<file path="src/rtl/calc_queue_pkg.sv">
// Shared constants and types for the queue calculator operand queue.
// Opcodes, FSM state encoding and default geometry.
package calc_queue_pkg;

  localparam int DEPTH_DEF = 16;
  localparam int WIDTH_DEF = 8;

  localparam logic [1:0] Q_PUSH         = 2'b00;
  localparam logic [1:0] Q_SLEEP        = 2'b01;
  localparam logic [1:0] Q_POP          = 2'b11;
  localparam logic [1:0] Q_GET_AND_PUSH = 2'b10;

  typedef enum logic {
    RUN  = 1'b0,
    HALT = 1'b1
  } state_t;

endpackage

</file>
<file path="src/rtl/queue_regfile.sv">
// DEPTH x WIDTH storage array for calc_queue: one write port, two async read ports.
// Contents are intentionally not reset; the parent masks reads by occupancy.
module queue_regfile #(
  parameter int DEPTH = 16,
  parameter int WIDTH = 8,
  localparam int AW   = $clog2(DEPTH)
) (
  input  logic             clk,
  input  logic             we,
  input  logic [AW-1:0]    waddr,
  input  logic [WIDTH-1:0] wdata,
  input  logic [AW-1:0]    raddr0,
  input  logic [AW-1:0]    raddr1,
  output logic [WIDTH-1:0] rdata0,
  output logic [WIDTH-1:0] rdata1
);

  logic [WIDTH-1:0] mem [DEPTH];

  always_ff @(posedge clk) begin
    if (we) mem[waddr] <= wdata;
  end

  assign rdata0 = mem[raddr0];
  assign rdata1 = mem[raddr1];

endmodule

</file>
<file path="src/rtl/calc_queue.sv">
// Operand queue for the queue calculator: circular FIFO with sticky error halt.
// Optional peak-occupancy register enabled by defining CALC_QUEUE_HWM_EN.
//
//   state | meaning
//   RUN   | ops accepted, op_ready=1
//   HALT  | error latched, everything frozen until err_clr
module calc_queue
  import calc_queue_pkg::*;
#(
  parameter int DEPTH = DEPTH_DEF,
  parameter int WIDTH = WIDTH_DEF,
  localparam int AW   = $clog2(DEPTH),
  localparam int CW   = $clog2(DEPTH) + 1
) (
  input  logic               clk,
  input  logic               rst,
  input  logic               op_valid,
  output logic               op_ready,
  input  logic [1:0]         queue_op,
  input  logic [WIDTH-1:0]   push_val,
  input  logic               calc_err,
  input  logic               err_clr,
  output logic [2*WIDTH-1:0] operands,
  output logic [CW-1:0]      count,
  output logic               empty,
  output logic               full,
  output logic               err_under,
  output logic               err_over,
  output logic               err_calc,
  output logic [CW-1:0]      hwm
);

  state_t          state_q, state_d;
  logic [AW-1:0]   head_q, tail_q;
  logic [CW-1:0]   count_q, count_d;
  logic            accept;
  logic            do_push, do_pop1, do_pop2;
  logic            set_under, set_over, set_calc, any_err;
  logic [WIDTH-1:0] rd0, rd1;

  always_ff @(posedge clk or negedge rst) begin
    if (!rst) state_q <= RUN;
    else      state_q <= state_d;
  end

  always_comb begin
    state_d = state_q;
    case (state_q)
      RUN:     if (any_err) state_d = HALT;
      HALT:    if (err_clr) state_d = RUN;
      default: state_d = RUN;
    endcase
  end

  always_comb begin
    op_ready = (state_q == RUN);
  end

  assign accept = op_valid & op_ready;
  assign empty  = (count_q == '0);
  assign full   = (count_q == CW'(DEPTH));

  // A calc error squashes the op entirely, so it takes precedence over range checks.
  always_comb begin
    do_push   = 1'b0;
    do_pop1   = 1'b0;
    do_pop2   = 1'b0;
    set_under = 1'b0;
    set_over  = 1'b0;
    set_calc  = 1'b0;
    if (accept) begin
      if (calc_err) begin
        set_calc = 1'b1;
      end else begin
        case (queue_op)
          Q_PUSH: begin
            if (full) set_over = 1'b1;
            else      do_push  = 1'b1;
          end
          Q_POP: begin
            if (empty) set_under = 1'b1;
            else       do_pop1   = 1'b1;
          end
          Q_GET_AND_PUSH: begin
            if (count_q < CW'(2)) begin
              set_under = 1'b1;
            end else begin
              do_pop2 = 1'b1;
              do_push = 1'b1;
            end
          end
          default: ;
        endcase
      end
    end
  end

  assign any_err = set_under | set_over | set_calc;

  always_comb begin
    count_d = count_q;
    if (do_pop2)      count_d = count_q - CW'(1);
    else if (do_pop1) count_d = count_q - CW'(1);
    else if (do_push) count_d = count_q + CW'(1);
  end

  always_ff @(posedge clk or negedge rst) begin
    if (!rst) begin
      head_q  <= '0;
      tail_q  <= '0;
      count_q <= '0;
    end else begin
      if (do_pop2)      head_q <= head_q + AW'(2);
      else if (do_pop1) head_q <= head_q + AW'(1);
      if (do_push)      tail_q <= tail_q + AW'(1);
      count_q <= count_d;
    end
  end

  always_ff @(posedge clk or negedge rst) begin
    if (!rst) begin
      err_under <= 1'b0;
      err_over  <= 1'b0;
      err_calc  <= 1'b0;
    end else if (state_q == HALT && err_clr) begin
      err_under <= 1'b0;
      err_over  <= 1'b0;
      err_calc  <= 1'b0;
    end else begin
      err_under <= err_under | set_under;
      err_over  <= err_over  | set_over;
      err_calc  <= err_calc  | set_calc;
    end
  end

  queue_regfile #(.DEPTH(DEPTH), .WIDTH(WIDTH)) u_regfile (
    .clk    (clk),
    .we     (do_push),
    .waddr  (tail_q),
    .wdata  (push_val),
    .raddr0 (head_q),
    .raddr1 (head_q + AW'(1)),
    .rdata0 (rd0),
    .rdata1 (rd1)
  );

  // Storage is never reset, so slots beyond the occupancy must read as zero.
  assign operands = {(count_q >= CW'(2)) ? rd1 : '0,
                     (count_q != '0)     ? rd0 : '0};
  assign count    = count_q;

`ifdef CALC_QUEUE_HWM_EN
  logic [CW-1:0] hwm_q;
  always_ff @(posedge clk or negedge rst) begin
    if (!rst)                  hwm_q <= '0;
    else if (count_d > hwm_q)  hwm_q <= count_d;
  end
  assign hwm = hwm_q;
`else
  assign hwm = '0;
`endif

endmodule

</file>
<file path="config.mk">
export PLATFORM = sky130hd
export DESIGN_NAME = calc_queue
export DESIGN_NICKNAME = d
export VERILOG_FILES = /design/src/rtl/calc_queue_pkg.sv /design/src/rtl/queue_regfile.sv /design/src/rtl/calc_queue.sv
export SDC_FILE = /design/constraint.sdc
export NUM_CORES = 1
export LEC_CHECK = 0
export CAP_MARGIN = 10
export CORE_UTILIZATION = 50
export CTS_CLUSTER_DIAMETER = 40
export CTS_CLUSTER_SIZE = 25
export DETAILED_ROUTE_END_ITERATION = 8
export PLACE_DENSITY = 0.69
export SYNTH_ARGS = -nofsm -noshare
export SYNTH_HDL_FRONTEND = slang
export SYNTH_SLANG_ARGS = --single-unit
</file>
<file path="constraint.sdc">
create_clock -name clk -period 5.57 [get_ports clk]
set_input_delay 1.3925 -clock clk [delete_from_list [all_inputs] [get_ports clk]]
set_output_delay 1.3925 -clock clk [all_outputs]
set_load 0.01 [all_outputs]
</file>
Word-level counts from Yosys, hierarchy flattened
Memories as Yosys holds them, arrays and structs flattened.
Index checks and enable logic that the tools add are counted.
- input bits: 15
- memories kept: 1
- output and inout bits: 32
- bits in writable memories: 128
- register bits: 17
- memory list (name ; depth ; width ; read ports ; clocked after Yosys merged registers in ; wr ports ; line ; source):
    u_regfile.mem ; 16 ; 8 ; 2 ; 0 ; 1 ; queue_regfile.sv:18 ; logic [WIDTH-1:0] mem [DEPTH];
- add/subtract/negate cells: 5
- equal/unequal tests: 3
- reduce and logical (&&, ||, !) cells: 6
- muxes and demuxes: 38
- bitwise logic cells: 7
- magnitude comparators: 2
- operators with widths (kind ; number):
    two-way mux 1 bit ; 28
    two-way mux 8 bit ; 2
    two-way mux 5 bit ; 3
    adder 4 x 1 -> 4 bit, second input constant ; 2
    two-way mux 4 bit ; 2
    case mux 1 bit (2 select lines) ; 3
    adder 5 x 1 -> 5 bit, second input constant ; 1
    == test 5 bit, second input constant ; 1
    >= comparator 5 x 2 -> 1 bit, second input constant ; 1
    logical NOT 5 bit ; 1
    < comparator 5 x 2 -> 1 bit, second input constant ; 1
    bitwise OR 1 bit ; 5
    nonzero test 5 bit ; 1
    subtractor 5 x 1 -> 5 bit, second input constant ; 1
    adder 4 x 2 -> 4 bit, second input constant ; 1
    == test 2 bit, second input constant ; 2
    nonzero test 3 bit ; 1
    logical NOT 2 bit ; 1
    nonzero test 2 bit ; 1
    AND 1 bit ; 1
    logical AND 1 bit ; 1
    NOT 1 bit ; 1

Logic depth before layout (Yosys ltp)
- word-level depth: 9
- depth in mapped cells: 8

Cells and area by module
Synthesis repeated with hierarchy kept, for this count alone.
- cell total of the unflattened synthesis: 412
- area total of the unflattened synthesis: 7243.2 µm²
- modules (own cells, without submodules) (module ; sequential area each (µm²) ; cells an instance ; instances ; area each (µm²)):
    queue_regfile ; 3843.7 ; 291 ; 1 ; 6024.5
    calc_queue ; 425.4 ; 121 ; 1 ; 1218.7

Worst setup path before layout
No wires, ideal clock.
- kind: in2reg
- start: input queue_op[1]
- end: memory u_regfile.mem[0][0], enable pin
- setup time: 395 ps
- path slack: 2060 ps
- arrival: 3116 ps
- cell stages on the path: 6
- required time: 5175 ps
- cell sequence: buf_2 > and3b_1 > o21ai_1 > and2_1 > buf_4 > nor4bb_1
- word-level cells in the longest chain between the ends: 6
- RTL lines (item ; line ; source):
    from (decl) ; calc_queue.sv:19 ; input logic [1:0] queue_op,
    == test 2 bit / logical NOT 2 bit (equally long branches) ; calc_queue.sv:75 ; case (queue_op)
    case mux 1 bit (2 select lines) (*) ; calc_queue.sv:75 ;
    two-way mux 1 bit (*) ; calc_queue.sv:72 ; if (calc_err) begin
    two-way mux 1 bit (*) ; calc_queue.sv:71 ; if (accept) begin
    two-way mux 1 bit (*) ; queue_regfile.sv:21 ; if (we) mem[waddr] <= wdata;
    two-way mux 1 bit (not written as such) (*) ; queue_regfile.sv:21 ;
    to (decl) ; queue_regfile.sv:18 ;
Every way passes the cells marked *; elsewhere a longest branch is shown, timed or not.

Final worst setup path
- start: register head_q[0]
- end: output operands[15]
- word-level cells in the longest chain between the ends: 3
- RTL lines (item ; line ; source):
    from (decl) ; calc_queue.sv:34 ; logic [AW-1:0] head_q, tail_q;
    from (signal assigned) ; calc_queue.sv:113 ; if (do_pop2) head_q <= head_q + AW'(2);
    from (signal assigned) ; calc_queue.sv:114 ; else if (do_pop1) head_q <= head_q + AW'(1);
    adder 4 x 1 -> 4 bit ; calc_queue.sv:142 ; .raddr1 (head_q + AW'(1)),
    memory read (16 x 8 bit) ; - ;
    two-way mux 8 bit ; calc_queue.sv:148 ; assign operands = {(count_q >= CW'(2)) ? rd1 : '0,
    to (decl) ; calc_queue.sv:23 ; output logic [2*WIDTH-1:0] operands,
Every way passes these cells.

==> summary.md <==
| Metric | Value |
|---|---|
| Die area | `0.0148 mm²` |
| Cts bufs inserted | `17` |
| Cells after synthesis | `397` |
| Total GRT Usage | `22.6%` |
| Share of layout cells above drive strength 1 | `25.0%` |
| Status | `finished clean` |
| CP peak stage delay | `0.77 ns` |
| CP Cell Sequence | `buf_4, nand2_1, xor2_1, o21bai_2, o22ai_1, clkdlybuf4s50_1` |
| PwrDens | `551 mW/mm²` |
| I/O Buffers | `41` |
| Fillcell total | `1008` |
| Fmax achieved | `216 MHz` |
| Combinational share of power | `47.4%` |
| N_diodes | `0` |
| Buf/Inv on CP | `2` |
| Vias in the first global route | `4074` |
| Layout Cells excl Fill | `628` |
| Cts hold-fix bufs | `0` |
| Leak pwr | `0.00274 µW` |
| FF+latch count, synth | `145` |
| Final Hold Viols | `0` |
| Avg Inst Size Synth | `18.0 µm²` |
| Worst Tran Pin Value | `1.02 ns` |
| CP Launch Type | `flip-flop` |
| Crit share post-route | `83.2%` |
| Clock Tree Root | `clkbuf_16` |
| Initial antenna violation count | `0` |
| Sw Share | `33.3%` |
| HP Class | `reg2reg` |
| Yosys warnings | `0` |
| Peak VDD IR | `319 µV` |
| Routed Wire Length | `15200 µm` |
| Max-cap violations | `0` |
| Seq/Total Area, Yosys | `59.6%` |
| Distinct cells, synth | `49` |
| Post-CTS sizing | `0` |
| Setup Skew | `0.0191 ns` |
| Switching power total | `1510 µW` |
| Clock slew at reported path FFs | `0.06 ns` |
| FF-to-FF Start | `count[1]$_DFFE_PN0P_` |
| Setup crit end kind | `output pin` |
| Final setup violating endpoints | `0` |
| Initial DRC count | `390` |
| TritonCTS Sinks | `145` |
| Tmin final | `4.64 ns` |
| Largest net degree at the start of global routing | `67` |
| Remaining DRCs | `0` |
| CP Max Fanout | `66` |
| Die width | `122 µm` |
| Postcts setup bufs | `0` |
| RSZ-0062 raised after global routing | `no` |
| Fin nets | `460` |
| Mean number of vias per cell | `6.27` |
| Initial Utilization | `51.4%` |
| Clock Path Buffers | `2` |
| First-pass GRT wire length | `23700 µm` |
| Syn Std Cell Area | `0.00716 mm²` |
| Vert. Die Dim | `122 µm` |
| CP arrival | `3.24 ns` |
| Row Count | `43` |
| CTS HTree Levels | `4` |
| Antenna-violating nets left | `0` |
| CP required | `4.18 ns` |
| Slowest cell on crit path | `buf_4` |
| Setup TNS | `0 ns` |
| Prevailing post-synth register cell | `edfxtp_1` |
| DR pass1 iterations | `4` |
| Area of the core | `0.0139 mm²` |
| Top delay family on crit path | `buffers and inverters` |
| Critical Path Start | `head_q[0]$_DFFE_PN0P_` |
| Remaining Overflow, GRT | `0` |
| Vias | `3936` |
| Clock latency at the later pin of the worst-skew pair | `0.43 ns` |
| Ports | `47` |
| Ys async rst share | `11.7%` |
| WS Path Type | `reg2out` |
| DP Cell Count | `595` |
| Area growth from synthesis to layout | `15.2%` |
| Hold_sp | `head_q[3]$_DFFE_PN0P_` |
| Routed len/inst | `24.2 µm` |
| Post-DP HPWL | `9920 µm` |
| Flop pwr share | `29.9%` |
| Pint | `3030 µW` |
| Post-synth EDFFs | `128` |
| Rel. slew slack | `32.1%` |
| CTS tree | `yes` |
| Clock power frac | `22.7%` |
| Placer Congestion | `0.773` |
| Max Transition Viols Final | `0` |
==> power by group through the flow <==
stage	Sequential (µW)	Clock, µW	Combinational (µW)
finish	1360	1030	2150
global route	1370	1090	2310
CTS	1360	1040	2190
detailed placement	1380	0	2180
global placement	1370	0	2150
floorplan	1340	0	1490
==> cell usage in the layout, fill, tap and decap left out, drive strengths merged, types with 2 or more instances in the layout <==
cell type      Yosys  final
nor2               5      5
nor2b              2      2
and3               2      2
and4               4      4
buf               27      5
mux2i             33     33
a31oi              2      2
nor3               3      3
nor4               2      2
inv               10     10
nand2              3      3
o22ai             18     18
nand2b             2      2
conb               1      5
nor3b              2      2
clkdlybuf4s50      0     41
clkinv             0      6
or4b               2      2
nand3              7      7
nor4bb             2      2
and4bb             4      4
xnor2              8      8
dfrtp             17     17
o21ai              4      4
nor4b              2      2
ha                10     10
mux4              64     64
and4b              8      8
xor2               3      3
edfxtp           128    128
a21oi              6      6
clkbuf             5     27
==> state kept, by name, summed over array words and instances, names as in the netlist <==
name,cells
err_under,1
count,5
tail_q,4
err_calc,1
state_q,1
err_over,1
u_regfile.mem,128
head_q,4
==> through the flow <==
stage	hold slack [ns]	worst slack, ns	utilization (%)	cell area (µm²)	power [µW]
2_1_floorplan	0.492	2.06	-	7170	2820
3_3_place_gp	0.520	1.08	55.2	7700	3520
3_5_place_dp	0.515	1.01	55.2	7700	3550
4_1_cts	0.527	0.866	59.1	8240	4590
5_1_grt	0.570	0.696	59.2	8250	4770
6_report	0.531	0.934	59.2	8250	4540
==> Yosys cell counts, drive strengths merged, types with 2 or more instances <==
cell	count	area, µm²
a21oi	6	30.0
a31oi	2	12.5
and3	2	12.5
and4	4	35.0
and4b	8	80.1
and4bb	4	50.1
buf	27	163
clkbuf	5	18.8
dfrtp	17	425
edfxtp	128	3840
ha	10	125
inv	10	37.5
mux2i	33	330
mux4	64	1440
nand2	3	11.3
nand2b	2	12.5
nand3	7	40.0
nor2	5	18.8
nor2b	2	12.5
nor3	3	15.0
nor3b	2	15.0
nor4	2	12.5
nor4b	2	23.8
nor4bb	2	20.0
o21ai	4	23.8
o22ai	18	113
or4b	2	27.5
xnor2	8	70.1
xor2	3	45.1
==> final cells by class <==
cell class              count  area (µm²)  area share (%)
clock buffers              26         510            6.19
clock inverters             6        30.0           0.364
inverters                  10        37.5           0.455
multi-input cells         214        2700            32.8
flip-flops and latches    145        4270            51.8
well taps                 180         225            2.73
repair buffers             47         468            5.68
==> worst paths after layout <==
kind | to | slack [ns] | depth (start not counted)
worst max-delay path | operands[15] | 0.93 | 6
worst min-delay path | head_q[3]$_DFFE_PN0P_ | 0.53 | 1
worst max register to register | u_regfile.mem[2][3]$_DFFE_PP_ | 2.54 | 7
worst min register to register | head_q[3]$_DFFE_PN0P_ | 0.53 | 1
max in group asynchronous | head_q[0]$_DFFE_PN0P_ | 3.55 | 1
min in group asynchronous | err_under$_DFF_PN0_ | 1.43 | 1
==> cells by family (layout without fill, tap and decap cells) <==
kind of cell	after synthesis	in the layout	share of synthesized area (%)
compound gates	37	37	3.36
xor+xnor	11	11	1.61
fa+ha+maj	10	10	1.75
buf+inv	42	89	3.06
flops	145	145	59.6
mux	97	97	24.7
other cells	1	5	0.0524
simple gates	54	54	5.80
==> routing by layer <==
layer	up-vias	GRT usage (%)	wire, µm
met5	-	0	0
met4	0	7.33	133
met1	2057	29.2	6240
met3	12	4.96	912
met2	127	38.2	7940
li1	1740	-	-
No activity file was read; power rests on OpenSTA's default activity.
==> RTL edit 1: new RTL, config.mk and constraints unchanged <==
Register the output `count` once more, without a reset; this adds one clock of latency there. The other outputs are not delayed to match.
--- a/src/rtl/calc_queue.sv
+++ b/src/rtl/calc_queue.sv
@@ -148,5 +148,7 @@
   assign operands = {(count_q >= CW'(2)) ? rd1 : '0,
                      (count_q != '0)     ? rd0 : '0};
-  assign count    = count_q;
+  always_ff @(posedge clk) begin
+    count <= count_q;
+  end
 
 `ifdef CALC_QUEUE_HWM_EN
Function: changed (Yosys sat finds a counterexample within 4 cycles, from zero or initial values and one cycle with rst low).
==> RTL edit 1 against the unedited design <==
Count of clock-buffer cells in the layout fell by 5. Hold slack got worse by 0.012 ns. First-iteration DRC count rose by 32%. Cell count rose by 0.80%. Critical path depth did not move. Sequential cell count rose by 5. Global-route usage rose by 1.6 points. Setup slack got worse by 0.11 ns. Routed wire length rose by 8.0%. Synthesized area rose by 1.2%. Core utilization rose by 0.41 points. Clock skew fell by 0.0085 ns. Total power rose by 4.6%. Design area rose by 1.1%. Critical endpoint is now operands[8].
==> RTL edit 1: results (changes against the unedited design) <==
- Outcome: finished, final reports clean
- Leakage power: 2.86 nW (+4.5%)
- Post-synthesis sequential area ratio: 0.603 (+0.00681)
- Met2 wire len: 7850 um (-1.2%)
- Worst Path Max Fanout: 31 (-53%)
- DRT iter0 DRCs: 515 (+32%)
- Fin nets: 465 (+1.1%)
- Overall Global Routing Usage: 0.243 (+0.0164)
- Xor and xnor area share after synthesis: 0.0133 (-0.00278)
- Worst r2r src: count_q[1]
- Area contributors post-synth: edfxtp_1 53%, mux4_2 20%, dfrtp_1 5.9%, mux2i_1 4.6%, ha_1 1.7%
- Ys async rst share: 0.113 (-0.00391)
- Worst vdd ir: 0.287 mV (-10%)
- Layout cells sized above 1: 0.254 (+0.00386)
- Clock skew: 0.0106 ns (-0.00849 ns)
- Hold depth: 0 (-1)
- Post-synthesis adder-cell area fraction: 0.0173 (-0.000205)
- Vias: 4,098 (+4.1%)
- Critical path arrival: 3.35 ns (+0.11 ns)
- Placer Congestion: 0.811 (+4.8%)
- Crit-path slowest cell: mux4_2
- Met3 WL: 1330 um (+46%)
- Via count of the first global-routing pass: 4,317 (+6.0%)
- Slew headroom: 0.330 (+0.00866)
- HPWL after DPL: 10,200 um (+2.5%)
- Slowest stage delay, CP: 0.59 ns (-0.18 ns)
- Multiplexer share of the synthesized area: 0.246 (-0.00135)
- Min-delay src: count_q[4]
- Synth cell types: 50 (+2.0%)
- Critical R2R Capture: u_regfile.mem[2][0]
- Post-synthesis compound-gate area fraction: 0.0364 (+0.00289)
==> RTL edit 1: changes by cell type after synthesis, moves of 3 or more <==
cell / change
dfxtp_1: +5
and4_1: -3
clkbuf_1: +4
buf_6: +3
nand2_1: +4
buf_4: -5
and4_2: +3
buf_2: -4
==> RTL edit 1: cell families after synthesis <==
| logic type | after synthesis |
|---|---|
| xor gates and xnor gates | 11 |
| DFF | 150 |
| buffers and inverters | 39 |
| AOI/OAI and AO/OA | 40 |
| other | 1 |
| and+or+nand+nor | 51 |
| adders and majority gates | 10 |
| muxes | 98 |
==> RTL edit 1: worst max-delay path by stage <==
stage,to,cells past startpoint,start,slack [ns]
3_3_place_gp,u_regfile.mem[2][2],4,queue_op[0],1.12
2_1_floorplan,u_regfile.mem[2][0],4,queue_op[0],2.07
5_1_grt,operands[8],6,head_q[0],0.68
6_report,operands[8],6,head_q[0],0.83
4_1_cts,operands[15],6,head_q[0],0.80
3_5_place_dp,operands[15],6,head_q[0],1.25
==> RTL edit 1: area by class of cell <==
cell class | count | area, um2
Tap cell | 180 | 225
Clock inverter | 11 | 67.6
Clock buffer | 21 | 483
Sequential cell | 150 | 4370
Fill cell | 1006 | 5650
Timing Repair Buffer | 46 | 448
Inverter | 10 | 37.5
Multi-Input combinational cell | 215 | 2700
==> RTL edit 1: power groups by stage <==
| stage | Sequential (mW) | Combinational [mW] | Clock, mW |
|---|---|---|---|
| 6_report | 1.43 | 2.26 | 1.07 |
| 5_1_grt | 1.44 | 2.42 | 1.13 |
| 4_1_cts | 1.42 | 2.27 | 1.08 |
| 3_5_place_dp | 1.45 | 2.26 | 0 |
| 3_3_place_gp | 1.43 | 2.23 | 0 |
| 2_1_floorplan | 1.40 | 1.55 | 0 |
==> RTL edit 1: worst max-delay path, delay by kind of cell, from the launching register on <==
kind	cells	cell delay, ns
mux	2	0.84
compound gates	1	0.15
fa+ha+maj	1	0.35
flops	1	0.48
buf+inv	2	1.08
==> RTL edit 1: per-stage QoR <==
step	hold WS, ns	std cells	utilization	power (mW)	instance area, um2
floorplan	0.342	404	-	2.95	7260
global placement	0.478	600	0.556	3.66	7780
detailed placement	0.493	601	0.556	3.71	7780
CTS	0.515	633	0.596	4.78	8330
global route	0.537	633	0.596	4.99	8330
finish	0.519	633	0.596	4.75	8330
==> RTL edit 1: routing by layer <==
layer | up-vias | GRT usage
met3 | 30 | 0.0790
met4 | 0 | 0.0960
li1 | 1754 | -
met1 | 2134 | 0.320
met2 | 180 | 0.374
met5 | - | 0
==> RTL edit 2: new RTL, same flow settings <==
Without the edit above. Build with the macro `CALC_QUEUE_HWM_EN` defined.
--- a/src/rtl/calc_queue.sv
+++ b/src/rtl/calc_queue.sv
@@ -5,4 +5,6 @@
 //   RUN   | ops accepted, op_ready=1
 //   HALT  | error latched, everything frozen until err_clr
+`define CALC_QUEUE_HWM_EN
+
 module calc_queue
   import calc_queue_pkg::*;
Function: changed (Yosys sat finds a counterexample within 4 cycles, from zero or initial values and one cycle with rst low).
==> RTL edit 2 against the unedited design <==
Synthesized area up 3.7%. Sequential cell count up 5. Via count up 12%. Routed wire length up 9.2%. Design area up 5.7%. Setup slack worse by 0.064 ns. Sequential share of layout area down 1.4 points. Global-route usage up 1.1 points. Total power up 6.2%. Critical path depth up 2. Critical path type unchanged. Critical endpoint is now operands[10]. Highest routed layer unchanged.
==> RTL edit 2: results (changes against the unedited design) <==
- FILL cells: 1,067 (+5.9%)
- Overall Global Routing Usage: 0.237 (+0.0109)
- IO Port Bufs: 46 (+12%)
- Fin nets: 517 (+12%)
- Clock skew: 0.0180 ns (-0.00114 ns)
- Post-synth EDFFs: 128 (unchanged)
- Critical path arrival: 3.31 ns (+0.07 ns)
- Area contributors post-synth: edfxtp_1 52%, mux4_2 22%, dfrtp_1 7.4%, ha_1 2.5%, a211oi_1 1.6%
- DRT iter0 DRCs: 312 (-20%)
- Worst vdd ir: 0.400 mV (+25%)
- Post-route ant nets: 0 (unchanged)
- Leakage power: 2.90 nW (+6.0%)
- Commonest cells in the netlist: 128 x edfxtp_1, 72 x mux4_2, 22 x dfrtp_1
- Synth cell types: 50 (+2.0%)
- Ys async rst share: 0.147 (+0.0294)
- Clock Latency Late Sink: 0.43 ns (about the same)
- DR pass1 iterations: 5 (+1)
- Post-synthesis sequential area ratio: 0.592 (-0.00425)
- Vias per inst: 6.44 (+2.7%)
- HPWL after DPL: 11,000 um (+10%)
- Placer Congestion: 0.880 (+14%)
- Largest net degree at the start of global routing: 41 (-39%)
- Layout cells sized above 1: 0.292 (+0.0420)
- Routed WL: 16,600 um (+9.2%)
- Outcome: finished, final reports clean
- Worst Path Max Fanout: 35 (-47%)
- Worst-margin pin slew: 1.06 ns (+0.0389 ns)
==> RTL edit 2: area by class of cell <==
type / count / area (um2) / area share
tap: 184 / 230 / 0.0264
clock buffer: 19 / 433 / 0.0497
inverter: 13 / 48.8 / 0.00560
sequential: 150 / 4400 / 0.504
clock inverter: 13 / 109 / 0.0125
multi-input combinational: 233 / 2830 / 0.325
timing repair buffer: 72 / 668 / 0.0766
==> RTL edit 2: path summary, 6_finish.rpt <==
kind                                start      endpoint  slack (ns)  depth (start not counted)
worst max-delay path            head_q[1]  operands[10]        0.87                          8
worst min register to register     hwm[4]        hwm[4]        0.55                          1
max in group asynchronous             rst     head_q[0]        3.30                          1
worst min-delay path               hwm[4]        hwm[4]        0.55                          1
min in group asynchronous             rst     tail_q[2]        1.54                          1
worst max register to register   count[1]        hwm[0]        2.20                         11
==> RTL edit 2: stage by stage <==
step           worst slack [ns]  hold slack (ns)   util  cells  instance area (um2)
2_1_floorplan              1.91            0.537      -    422                 7420
3_3_place_gp               1.17            0.521  0.563    652                 8180
3_5_place_dp               1.10            0.537  0.563    652                 8180
4_1_cts                   0.835            0.550  0.600    684                 8720
5_1_grt                   0.718            0.569  0.600    684                 8720
6_report                  0.870            0.549  0.600    684                 8720
==> RTL edit 2: cells by family (layout without fill, tap and decap cells) <==
group / Yosys count / in the layout / synth area share
flip-flops: 150 / 150 / 0.592
multiplexers: 85 / 85 / 0.237
AND/OR/NAND/NOR: 75 / 75 / 0.0587
AO/OA/AOI/OAI: 48 / 48 / 0.0455
buffers and inverters: 39 / 117 / 0.0268
adder cells (fa/ha/maj): 15 / 15 / 0.0253
XOR/XNOR: 10 / 10 / 0.0148
==> RTL edit 2: layer usage <==
layer	global-route usage	wire, um	up-vias
met3	0.0563	1030	21
met5	0	0	-
met2	0.395	8610	188
met4	0.0986	305	0
li1	-	-	1860
met1	0.299	6670	2334
==> RTL edit 2: power breakdown <==
part	total [mW]	internal, mW	switching (mW)
sequential	1.44	1.30	0.136
combinational	2.34	1.29	1.05
clock	1.04	0.608	0.435
total	4.82	3.20	1.62
==> RTL edit 2: worst max-delay path, stage by stage, from the launching register on <==
cell and delay [ns]:
dfrtp_1 0.35, buf_4 0.49, ha_1 0.26, nand2_1 0.09, xnor2_2 0.15, buf_4 0.37
mux2i_1 0.16, a211oi_1 0.38, clkdlybuf4s50_1 0.62
